`src/rtl/block_mult_sequencer_4x4_pkg.sv`:
```
// Shared definitions for the 4x4 block matrix multiply sequencer.
//   - FSM state encoding (IDLE/ISSUE/WAIT/FINISH)
//   - bit positions of the I/J/K fields inside the 3-bit product index p
//   - element index helper for the row-major 4x4 packing
package block_mult_sequencer_4x4_pkg;

  localparam logic [1:0] ST_IDLE   = 2'd0;
  localparam logic [1:0] ST_ISSUE  = 2'd1;
  localparam logic [1:0] ST_WAIT   = 2'd2;
  localparam logic [1:0] ST_FINISH = 2'd3;

  // p = {I, J, K}; K varies fastest so both partial products of a C block
  // are issued back to back.
  localparam int P_I = 2;
  localparam int P_J = 1;
  localparam int P_K = 0;

  // Element (r,c) of a packed 4x4 matrix lives at [elem_idx(r,c)*w +: w].
  function automatic int elem_idx(input int r, input int c);
    return 4 * r + c;
  endfunction

endpackage

```
`src/rtl/block_operand_mux.sv`:
```
// Combinational selector of the 2x2 engine operands.
//   a_i, b_i : latched 4x4 matrices (row-major packing)
//   p_i      : product index {I,J,K}
//   a*_o     : block A_IK, b*_o : block B_KJ (suffix = row,col within block)
module block_operand_mux
  import block_mult_sequencer_4x4_pkg::*;
#(
  parameter int W = 8
) (
  input  logic [16*W-1:0] a_i,
  input  logic [16*W-1:0] b_i,
  input  logic [2:0]      p_i,
  output logic [W-1:0]    a11_o,
  output logic [W-1:0]    a12_o,
  output logic [W-1:0]    a21_o,
  output logic [W-1:0]    a22_o,
  output logic [W-1:0]    b11_o,
  output logic [W-1:0]    b12_o,
  output logic [W-1:0]    b21_o,
  output logic [W-1:0]    b22_o
);

  logic [3:0][W-1:0] a_blk;
  logic [3:0][W-1:0] b_blk;

  always_comb begin
    a_blk = '0;
    b_blk = '0;
    for (int r = 0; r < 2; r++) begin
      for (int c = 0; c < 2; c++) begin
        a_blk[2*r+c] = a_i[elem_idx(2*int'(p_i[P_I]) + r, 2*int'(p_i[P_K]) + c)*W +: W];
        b_blk[2*r+c] = b_i[elem_idx(2*int'(p_i[P_K]) + r, 2*int'(p_i[P_J]) + c)*W +: W];
      end
    end
  end

  assign a11_o = a_blk[0];
  assign a12_o = a_blk[1];
  assign a21_o = a_blk[2];
  assign a22_o = a_blk[3];
  assign b11_o = b_blk[0];
  assign b12_o = b_blk[1];
  assign b21_o = b_blk[2];
  assign b22_o = b_blk[3];

endmodule

```
`src/rtl/block_mult_sequencer_4x4.sv`:
```
// 4x4 matrix multiplier built on a 2x2 start/done block engine.
// Issues the 8 block products C_IJ += A_IK*B_KJ, accumulates modulo 2^w and
// presents C on o_c with a one-cycle done pulse (err=1 on engine timeout).
//   clk, rst (sync, active-low), start, i_a, i_b  : request side
//   o_c, done, err, busy                          : result side
//   bm_start, bm_a*, bm_b*, bm_c*, bm_done        : engine side
module block_mult_sequencer_4x4
  import block_mult_sequencer_4x4_pkg::*;
#(
  parameter int w       = 8,
  parameter int TIMEOUT = 1024
) (
  input  logic          clk,
  input  logic          rst,
  input  logic          start,
  input  logic [16*w-1:0] i_a,
  input  logic [16*w-1:0] i_b,
  output logic [16*w-1:0] o_c,
  output logic          done,
  output logic          err,
  output logic          busy,
  output logic          bm_start,
  output logic [w-1:0]  bm_a11,
  output logic [w-1:0]  bm_a12,
  output logic [w-1:0]  bm_a21,
  output logic [w-1:0]  bm_a22,
  output logic [w-1:0]  bm_b11,
  output logic [w-1:0]  bm_b12,
  output logic [w-1:0]  bm_b21,
  output logic [w-1:0]  bm_b22,
  input  logic [w-1:0]  bm_c11,
  input  logic [w-1:0]  bm_c12,
  input  logic [w-1:0]  bm_c21,
  input  logic [w-1:0]  bm_c22,
  input  logic          bm_done
);

  localparam int CW = $clog2(TIMEOUT + 1);
  // Leaving WAIT on this count means TIMEOUT WAIT cycles elapsed.
  localparam logic [CW-1:0] CNT_LAST = CW'(TIMEOUT - 1);

  logic [1:0]      state_q, state_d;
  logic [2:0]      p_q, p_d;
  logic [CW-1:0]   cnt_q, cnt_d;
  logic [16*w-1:0] a_q, a_d, b_q, b_d, acc_q, acc_d, oc_q, oc_d;
  logic            done_q, done_d, err_q, err_d;
  logic [3:0][w-1:0] bmc;

  assign bmc = {bm_c22, bm_c21, bm_c12, bm_c11};

  always_comb begin
    state_d = state_q;
    p_d     = p_q;
    cnt_d   = cnt_q;
    a_d     = a_q;
    b_d     = b_q;
    acc_d   = acc_q;
    oc_d    = oc_q;
    done_d  = 1'b0;
    err_d   = 1'b0;
    case (state_q)
      ST_IDLE: begin
        if (start) begin
          a_d     = i_a;
          b_d     = i_b;
          p_d     = '0;
          state_d = ST_ISSUE;
        end
      end
      ST_ISSUE: begin
        cnt_d   = '0;
        state_d = ST_WAIT;
      end
      ST_WAIT: begin
        if (bm_done) begin
          // K=0 loads the C_IJ block, K=1 adds the second partial product.
          for (int r = 0; r < 2; r++) begin
            for (int c = 0; c < 2; c++) begin
              acc_d[elem_idx(2*int'(p_q[P_I]) + r, 2*int'(p_q[P_J]) + c)*w +: w] =
                (p_q[P_K] ? acc_q[elem_idx(2*int'(p_q[P_I]) + r, 2*int'(p_q[P_J]) + c)*w +: w]
                          : '0) + bmc[2*r+c];
            end
          end
          if (p_q == 3'd7) begin
            state_d = ST_FINISH;
            done_d  = 1'b1;
            oc_d    = acc_d;
          end else begin
            p_d     = p_q + 3'd1;
            state_d = ST_ISSUE;
          end
        end else if (cnt_q == CNT_LAST) begin
          state_d = ST_FINISH;
          done_d  = 1'b1;
          err_d   = 1'b1;
          oc_d    = '0;
        end else begin
          cnt_d = cnt_q + CW'(1);
        end
      end
      default: state_d = ST_IDLE;
    endcase
  end

  // done/err/o_c are registered on the transition into FINISH so that they
  // are valid exactly during the FINISH cycle.
  always_ff @(posedge clk) begin
    if (!rst) begin
      state_q <= ST_IDLE;
      p_q     <= '0;
      cnt_q   <= '0;
      a_q     <= '0;
      b_q     <= '0;
      acc_q   <= '0;
      oc_q    <= '0;
      done_q  <= 1'b0;
      err_q   <= 1'b0;
    end else begin
      state_q <= state_d;
      p_q     <= p_d;
      cnt_q   <= cnt_d;
      a_q     <= a_d;
      b_q     <= b_d;
      acc_q   <= acc_d;
      oc_q    <= oc_d;
      done_q  <= done_d;
      err_q   <= err_d;
    end
  end

  assign o_c      = oc_q;
  assign done     = done_q;
  assign err      = err_q;
  assign busy     = (state_q != ST_IDLE);
  assign bm_start = (state_q == ST_ISSUE);

  block_operand_mux #(.W(w)) u_mux (
    .a_i   (a_q),
    .b_i   (b_q),
    .p_i   (p_q),
    .a11_o (bm_a11),
    .a12_o (bm_a12),
    .a21_o (bm_a21),
    .a22_o (bm_a22),
    .b11_o (bm_b11),
    .b12_o (bm_b12),
    .b21_o (bm_b21),
    .b22_o (bm_b22)
  );

endmodule

```
`config.mk`:
```
export PLATFORM = sky130hd
export DESIGN_NAME = block_mult_sequencer_4x4
export DESIGN_NICKNAME = d
export VERILOG_FILES = /design/src/rtl/block_mult_sequencer_4x4_pkg.sv /design/src/rtl/block_operand_mux.sv /design/src/rtl/block_mult_sequencer_4x4.sv
export SDC_FILE = /design/constraint.sdc
export NUM_CORES = 1
export LEC_CHECK = 0
export CAP_MARGIN = 20
export CORE_MARGIN = 5
export CORE_UTILIZATION = 45
export CTS_BUF_LIST = sky130_fd_sc_hd__clkbuf_2 sky130_fd_sc_hd__clkbuf_4 sky130_fd_sc_hd__clkbuf_8
export CTS_CLUSTER_DIAMETER = 200
export DETAILED_ROUTE_END_ITERATION = 6
export GPL_TIMING_DRIVEN = 0
export PLACE_DENSITY = 0.68
export SETUP_SLACK_MARGIN = 0.5
export SLEW_MARGIN = 30
export SYNTH_ARGS = -nofsm -noshare
export SYNTH_HDL_FRONTEND = slang
export SYNTH_SLANG_ARGS = --single-unit
```
`constraint.sdc`:
```
create_clock -name clk -period 4.48 [get_ports clk]
set_clock_uncertainty 0.1 [all_clocks]
set_input_delay 1.344 -clock clk [delete_from_list [all_inputs] [get_ports clk]]
set_output_delay 1.344 -clock clk [all_outputs]
set_load 0.02 [all_outputs]
```
== Word-level counts from Yosys, hierarchy flattened ==
Cells that the tools add are included.

* Shift-type cells: 20
* Eq/ne operators: 11
* Add/sub/neg operators: 25
* Reduce and logical (&&, ||, !) cells: 13
* Multiplexer cells: 26
* Bitwise logic cells: 2

{| class="wikitable"
|+ Operator list
! cell !! count
|-
| $shiftx A128 B32 Y8 || 12
|-
| $bwmux W128 || 4
|-
| $shift A8 B33 Y128 const A || 4
|-
| $shiftx A8 B33 Y128 || 4
|-
| $mux W128 || 3
|-
| $neg A32 Y33 || 3
|-
| $add A29 B3 Y29 || 2
|-
| $add A29 B4 Y29 || 2
|-
| $neg A8 Y33 || 1
|-
| $add A8 B8 Y8 || 4
|-
| $mux W8 || 4
|-
| $add A29 B29 Y29 || 1
|-
| $add A5 B29 Y29 || 1
|-
| $mux W11 || 2
|-
| $pmux W11 S2 || 1
|-
| $add A4 B2 Y5 || 3
|-
| $add A11 B1 Y11 const B || 1
|-
| $eq A11 B10 Y1 const B || 1
|-
| $add A4 B3 Y5 || 2
|-
| $ne A2 B2 Y1 const B || 5
|-
| $add A2 B1 Y3 const B || 3
|-
| $mux W3 || 3
|-
| $mux W2 || 4
|-
| $reduce_and A2 Y1 || 4
|-
| 16 further kinds || 23
|}

* Bits of input ports: 292
* Flip-flop bits (word level): 530
* Word-level logic and storage cells: 106

== Depth between registers and ports, before layout ==
* Word-level depth: 11
* Depth in mapped cells: 12
* Gate-level depth less buffers: 9

== Modules after synthesis ==
Synthesis repeated with hierarchy kept, for this count alone.

* Cell total of the unflattened synthesis: 2,598
* Area total of the unflattened synthesis: 22,990.8 um^2

{| class="wikitable"
|+ Modules (own cells, without submodules)
! module !! instances !! area each (um^2) !! cells each
|-
| block_mult_sequencer_4x4 || 1 || 21,363.0 || 2,520
|-
| block_operand_mux || 1 || 1,627.8 || 78
|}

== Worst setup path before layout ==
Ideal clock, no wire load.

* Path kind: flip-flop to flip-flop
* From: register p_q[1]
* To: register acc_q[38]
* Setup time: 139 ps
* Slack: 909 ps
* Cell stages (with the launch flop): 13
* Required time: 4,241 ps
* Arrival: 3,332 ps
* Path buffers: 3
* Period minus slack after synthesis: 3,571 ps
* Path through: dfxtp_1 > buf_4 > buf_2 > buf_2 > mux4_2 > and2_1 > ha_1 > fa_1 > a21o_1 > a21oi_1 > nor4b_1 > nor3_1 > o22ai_1

* Longest elaborated chain between the ends: 9
* Elaborated cells between the ends (all ways): 33

{| class="wikitable"
|+ RTL lines
! item !! RTL line !! RTL
|-
| from (decl) || block_mult_sequencer_4x4.sv:43 || <nowiki>logic [2:0] p_q, p_d;</nowiki>
|-
| from (signal assigned) || block_mult_sequencer_4x4.sv:120 || <nowiki>p_q <= p_d;</nowiki>
|-
| $add A2 B1 Y3 / $add A4 B2 Y5 (equally long branches) || block_mult_sequencer_4x4.sv:79, block_mult_sequencer_4x4.sv:80, block_mult_sequencer_4x4_pkg.sv:20 ||
|-
| $add A5 B29 Y29 / $shiftx A128 B32 Y8 (equally long branches) || block_mult_sequencer_4x4_pkg.sv:20, block_mult_sequencer_4x4.sv:80 ||
|-
| $shiftx A128 B32 Y8 / $mux W8 (equally long branches) || block_mult_sequencer_4x4.sv:80 || <nowiki>(p_q[P_K] ? acc_q[elem_idx(2*int'(p_q[P_I]) + r, 2*int'(p_q[P_J]) + c)*w +: w]</nowiki>
|-
| $mux W8 / $add A8 B8 Y8 (equally long branches) || block_mult_sequencer_4x4.sv:80, block_mult_sequencer_4x4.sv:81 ||
|-
| $add A8 B8 Y8 / $shiftx A8 B33 Y128 (equally long branches) || block_mult_sequencer_4x4.sv:81, block_mult_sequencer_4x4.sv:79 ||
|-
| $shiftx A8 B33 Y128 / $bwmux W128 (equally long branches) || block_mult_sequencer_4x4.sv:79 || <nowiki>acc_d[elem_idx(2*int'(p_q[P_I]) + r, 2*int'(p_q[P_J]) + c)*w +: w] =</nowiki>
|-
| $bwmux W128 (2 in a row) || block_mult_sequencer_4x4.sv:79 ||
|-
| $bwmux W128 * || block_mult_sequencer_4x4.sv:79 ||
|-
| to (signal assigned) || block_mult_sequencer_4x4.sv:114 || <nowiki>acc_q <= '0;</nowiki>
|-
| to (signal assigned) || block_mult_sequencer_4x4.sv:124 || <nowiki>acc_q <= acc_d;</nowiki>
|-
| to (decl) || block_mult_sequencer_4x4.sv:45 || <nowiki>logic [16*w-1:0] a_q, a_d, b_q, b_d, acc_q, acc_d, oc_q, oc_d;</nowiki>
|}

Every way passes the cells marked *; elsewhere a longest branch is shown, timed or not.
A chain may end at the register's enable or synchronous reset.

== Final worst setup path ==
* From: register p_q[1]
* To: output port bm_b22[1]

* Longest elaborated chain between the ends: 3

{| class="wikitable"
|+ RTL lines
! item !! RTL line !! RTL
|-
| $add A2 B1 Y3 || block_operand_mux.sv:32 || <nowiki>b_blk[2*r+c] = b_i[elem_idx(2*int'(p_i[P_K]) + r, 2*int'(p_i[P_J]) + c)*W +: W];</nowiki>
|-
| $add A29 B4 Y29 || block_mult_sequencer_4x4_pkg.sv:20 || <nowiki>return 4 * r + c;</nowiki>
|-
| $shiftx A128 B32 Y8 || block_operand_mux.sv:32 ||
|-
| to (decl) || block_mult_sequencer_4x4.sv:30 || <nowiki>output logic [w-1:0] bm_b22,</nowiki>
|}

No other way between the ends.

==> summary.txt <==
GRT
  • First-pass GRT wire length: about 140000 um
  • Largest net degree at the start of global routing: 12
  • Initial antenna violation count: 14
  • Number of global-route vias before repair: ~23000
  • Total Routing Usage GR: around a third
  • GRT overflow: 0

STA
  • Final Hold Viols: 0
  • Pins Over Slew Limit: 0
  • Fin crit share: roughly nine tenths
  • Tmin final: 3950 ps
  • Hold WS: 334 ps
  • Final setup fails: 0
  • F_max: approximately 0.25 GHz
  • Relative slew slack: between 30% and 40%
  • RSZ-0062 raised after global routing: no
  • Worst slew pin tran: 1010 ps

Synthesis
  • Syn_area_per_cell: about 8.8 um2
  • Cells after Synth: 2586
  • Largest area contributor in the netlist: dfxtp_1
  • Distinct cell type count of the synthesized netlist: 62
  • Yosys reg bits: 530
  • Post-synth EDFFs: 0
  • Synth top area share: 46.8%
  • Yosys warning count: 0
  • Synth top area cells: dfxtp_1 47%, nand2_1 11%, mux4_2 9.2%
  • Syn_nets: between 2000 and 3000
  • Most common flop cell mapped by yosys: dfxtp_1
  • Ys async rst share: 0%
  • Post-synthesis sequential area ratio: 46.8%
  • Cell Area, Synth: 22700 um2

Floorplanning
  • IO Pins: slightly below 500
  • Die Y: 235 um
  • Core Area: about 50000 um2
  • Initial Utilization: a little under half
  • Floorplan row count: 82
  • Total die area: approximately 55000 um2
  • Die width: between 200 and 250 um

Clocking
  • Clock transition at path regs: roughly 70 ps
  • Clk sinks: 530
  • # hold bufs at CTS: 0
  • TritonCTS buffer count: around 90
  • H-tree depth: 3
  • Max Buffers Root-to-Sink: 3
  • Clock root cell: clkbuf_8
  • Clock Latency Late Sink: 710 ps
  • CTS tree: built

Routing
  • Antenna viol nets, final: 0
  • # DRC: 1
  • Initial DRC count: between 2000 and 2500
  • Drt wl/cell: 24.5 um
  • Routed WL: between 90000 and 100000 um
  • Pre-Repair DR Iteration Count: 7
  • Vias per inst: 5.78
  • Vias: around 23000

Setup path
  • Required @ worst endpoint: 3040 ps
  • Crit Path Class: reg2out
  • Startpoint Class: flip-flop
  • CP Max Fanout: 10
  • CP endpoint kind: primary output
  • Worst EP arrival: ~2500 ps

Run status
  • Status: finished with violations
  • Violated checks: design-rule violations

Final layout
  • Area grow syn2layout: 34.8%
  • Layout cells sized above 1: about 9.8%
  • Most common cell after layout, fill and taps aside: nand2_1
  • Commonest cells after routing, fill and taps aside: 645 x nand2_1, 528 x dfxtp_1, 423 x clkdlybuf4s50_1, 375 x a21oi_1, 156 x clkbuf_1
  • Fin nets: 3503
  • Fin area: a little over 30000 um2

Placed design
  • Routability Congestion: 0.951
  • Placed cell areas: approximately 28000 um2
  • Port-buffer cells: roughly 490
  • Detailed placement HPWL: approximately 74000 um

Power
  • VDD IR max: about 250 uV
  • PD cells: about 450 nW/um2
  • Leak Pwr: 0.0114 uW

Worst hold path
  • Worst min path class: reg2reg

Flow run
  • Max-cap violations: 0
==> cell usage after synthesis (8+ instances only) <==
cell type / n
a211oi_1: 48
a21o_1: 13
a21oi_1: 376
a22o_1: 17
a22oi_1: 67
a31oi_1: 8
a32o_1: 12
a32oi_1: 12
and2_1: 30
and3_1: 17
buf_1: 13
buf_2: 17
clkbuf_1: 165
dfxtp_1: 530
ha_1: 39
inv_1: 28
mux4_2: 93
nand2_1: 645
nand3_1: 24
nor2_1: 128
nor2b_1: 47
nor3_1: 9
o2111ai_1: 9
o21ai_0: 131
xnor2_1: 16
xor2_1: 16
==> final timing paths <==
| kind | startpoint | endpoint | slack [ps] | depth (start not counted) |
|---|---|---|---|---|
| setup reg to reg | p_q[1] | acc_q[14] | 590 | 13 |
| hold / removal | o_c[61] | o_c[61] | 330 | 2 |
| setup / recovery | p_q[1] | bm_b22[1] | 530 | 6 |
| hold reg to reg | o_c[61] | o_c[61] | 330 | 2 |
==> metal layers <==
metal	part of all wire [%]	vias up	GRT usage (%)	wire [um]
met2	47	1217	55.2	45400
met5	0.020	-	0	19
met1	38	10978	41.6	36400
li1	-	10231	-	-
met4	4.9	2	17.0	4680
met3	9.9	236	8.78	9510
==> report_power, final <==
part / switching (uW) / total [uW] / internal, uW
combinational: 2280 / 3570 / 1290
sequential: 359 / 5670 / 5320
clock: 2010 / 4530 / 2520
total: 4660 / 13800 / 9120
==> critical path: stages, from the launching register on <==
cell	delay, ps
dfxtp_2	360
buf_6	110
buf_6	150
buf_12	140
buf_12	160
mux4_2	530
dlygate4sd2_1	340
==> kinds of logic (layout without fill, tap and decap cells) <==
kind of cell,after synthesis,in the layout,synth area share [%]
xor+xnor,32,32,1.24
simple gates,929,929,17.1
fa+ha+maj,43,43,2.50
compound gates,727,727,19.0
mux,100,100,9.54
other cells,0,14,0
buf+inv,225,871,3.83
flops,530,530,46.8
==> sequential cells by signal, indices dropped and copies added, names as in the netlist <==
signal	count
err	1
b_q	128
acc_q	128
o_c	128
p_q	3
state_q	2
a_q	128
cnt_q	11
done	1
==> final cells by class <==
cell class,count,area [um2]
repair buffers,492,4850
well taps,672,841
flip-flops and latches,530,10600
clock inverters,9,52.6
diodes,14,35.0
clock buffers,145,1800
multi-input cells,1831,11300
fillers,4456,19400
inverters,29,109
plain buffers,196,986
==> through the flow <==
step,worst slack (ps),TNS (ps),total power [uW],utilization [%],instances
global route,498,0,14400,61.2,3918
global placement,-843,-46180,9250,56.8,3745
CTS,491,0,13700,61.0,3903
finish,530,0,13800,61.2,3918
detailed placement,-598,-40560,9330,56.9,3746
floorplan,909,0,7750,-,2586
==> what timing repair did <==
item / 4_1_cts / 5_1_grt
hold endpoints to repair: 0 / 0
setup endpoints to repair: 275 / 95
setup buffers: 3 / 1
resized for setup: 155 / 24
pin swaps: 1 / 1
Note: power is estimated with default switching activity, not from simulation.
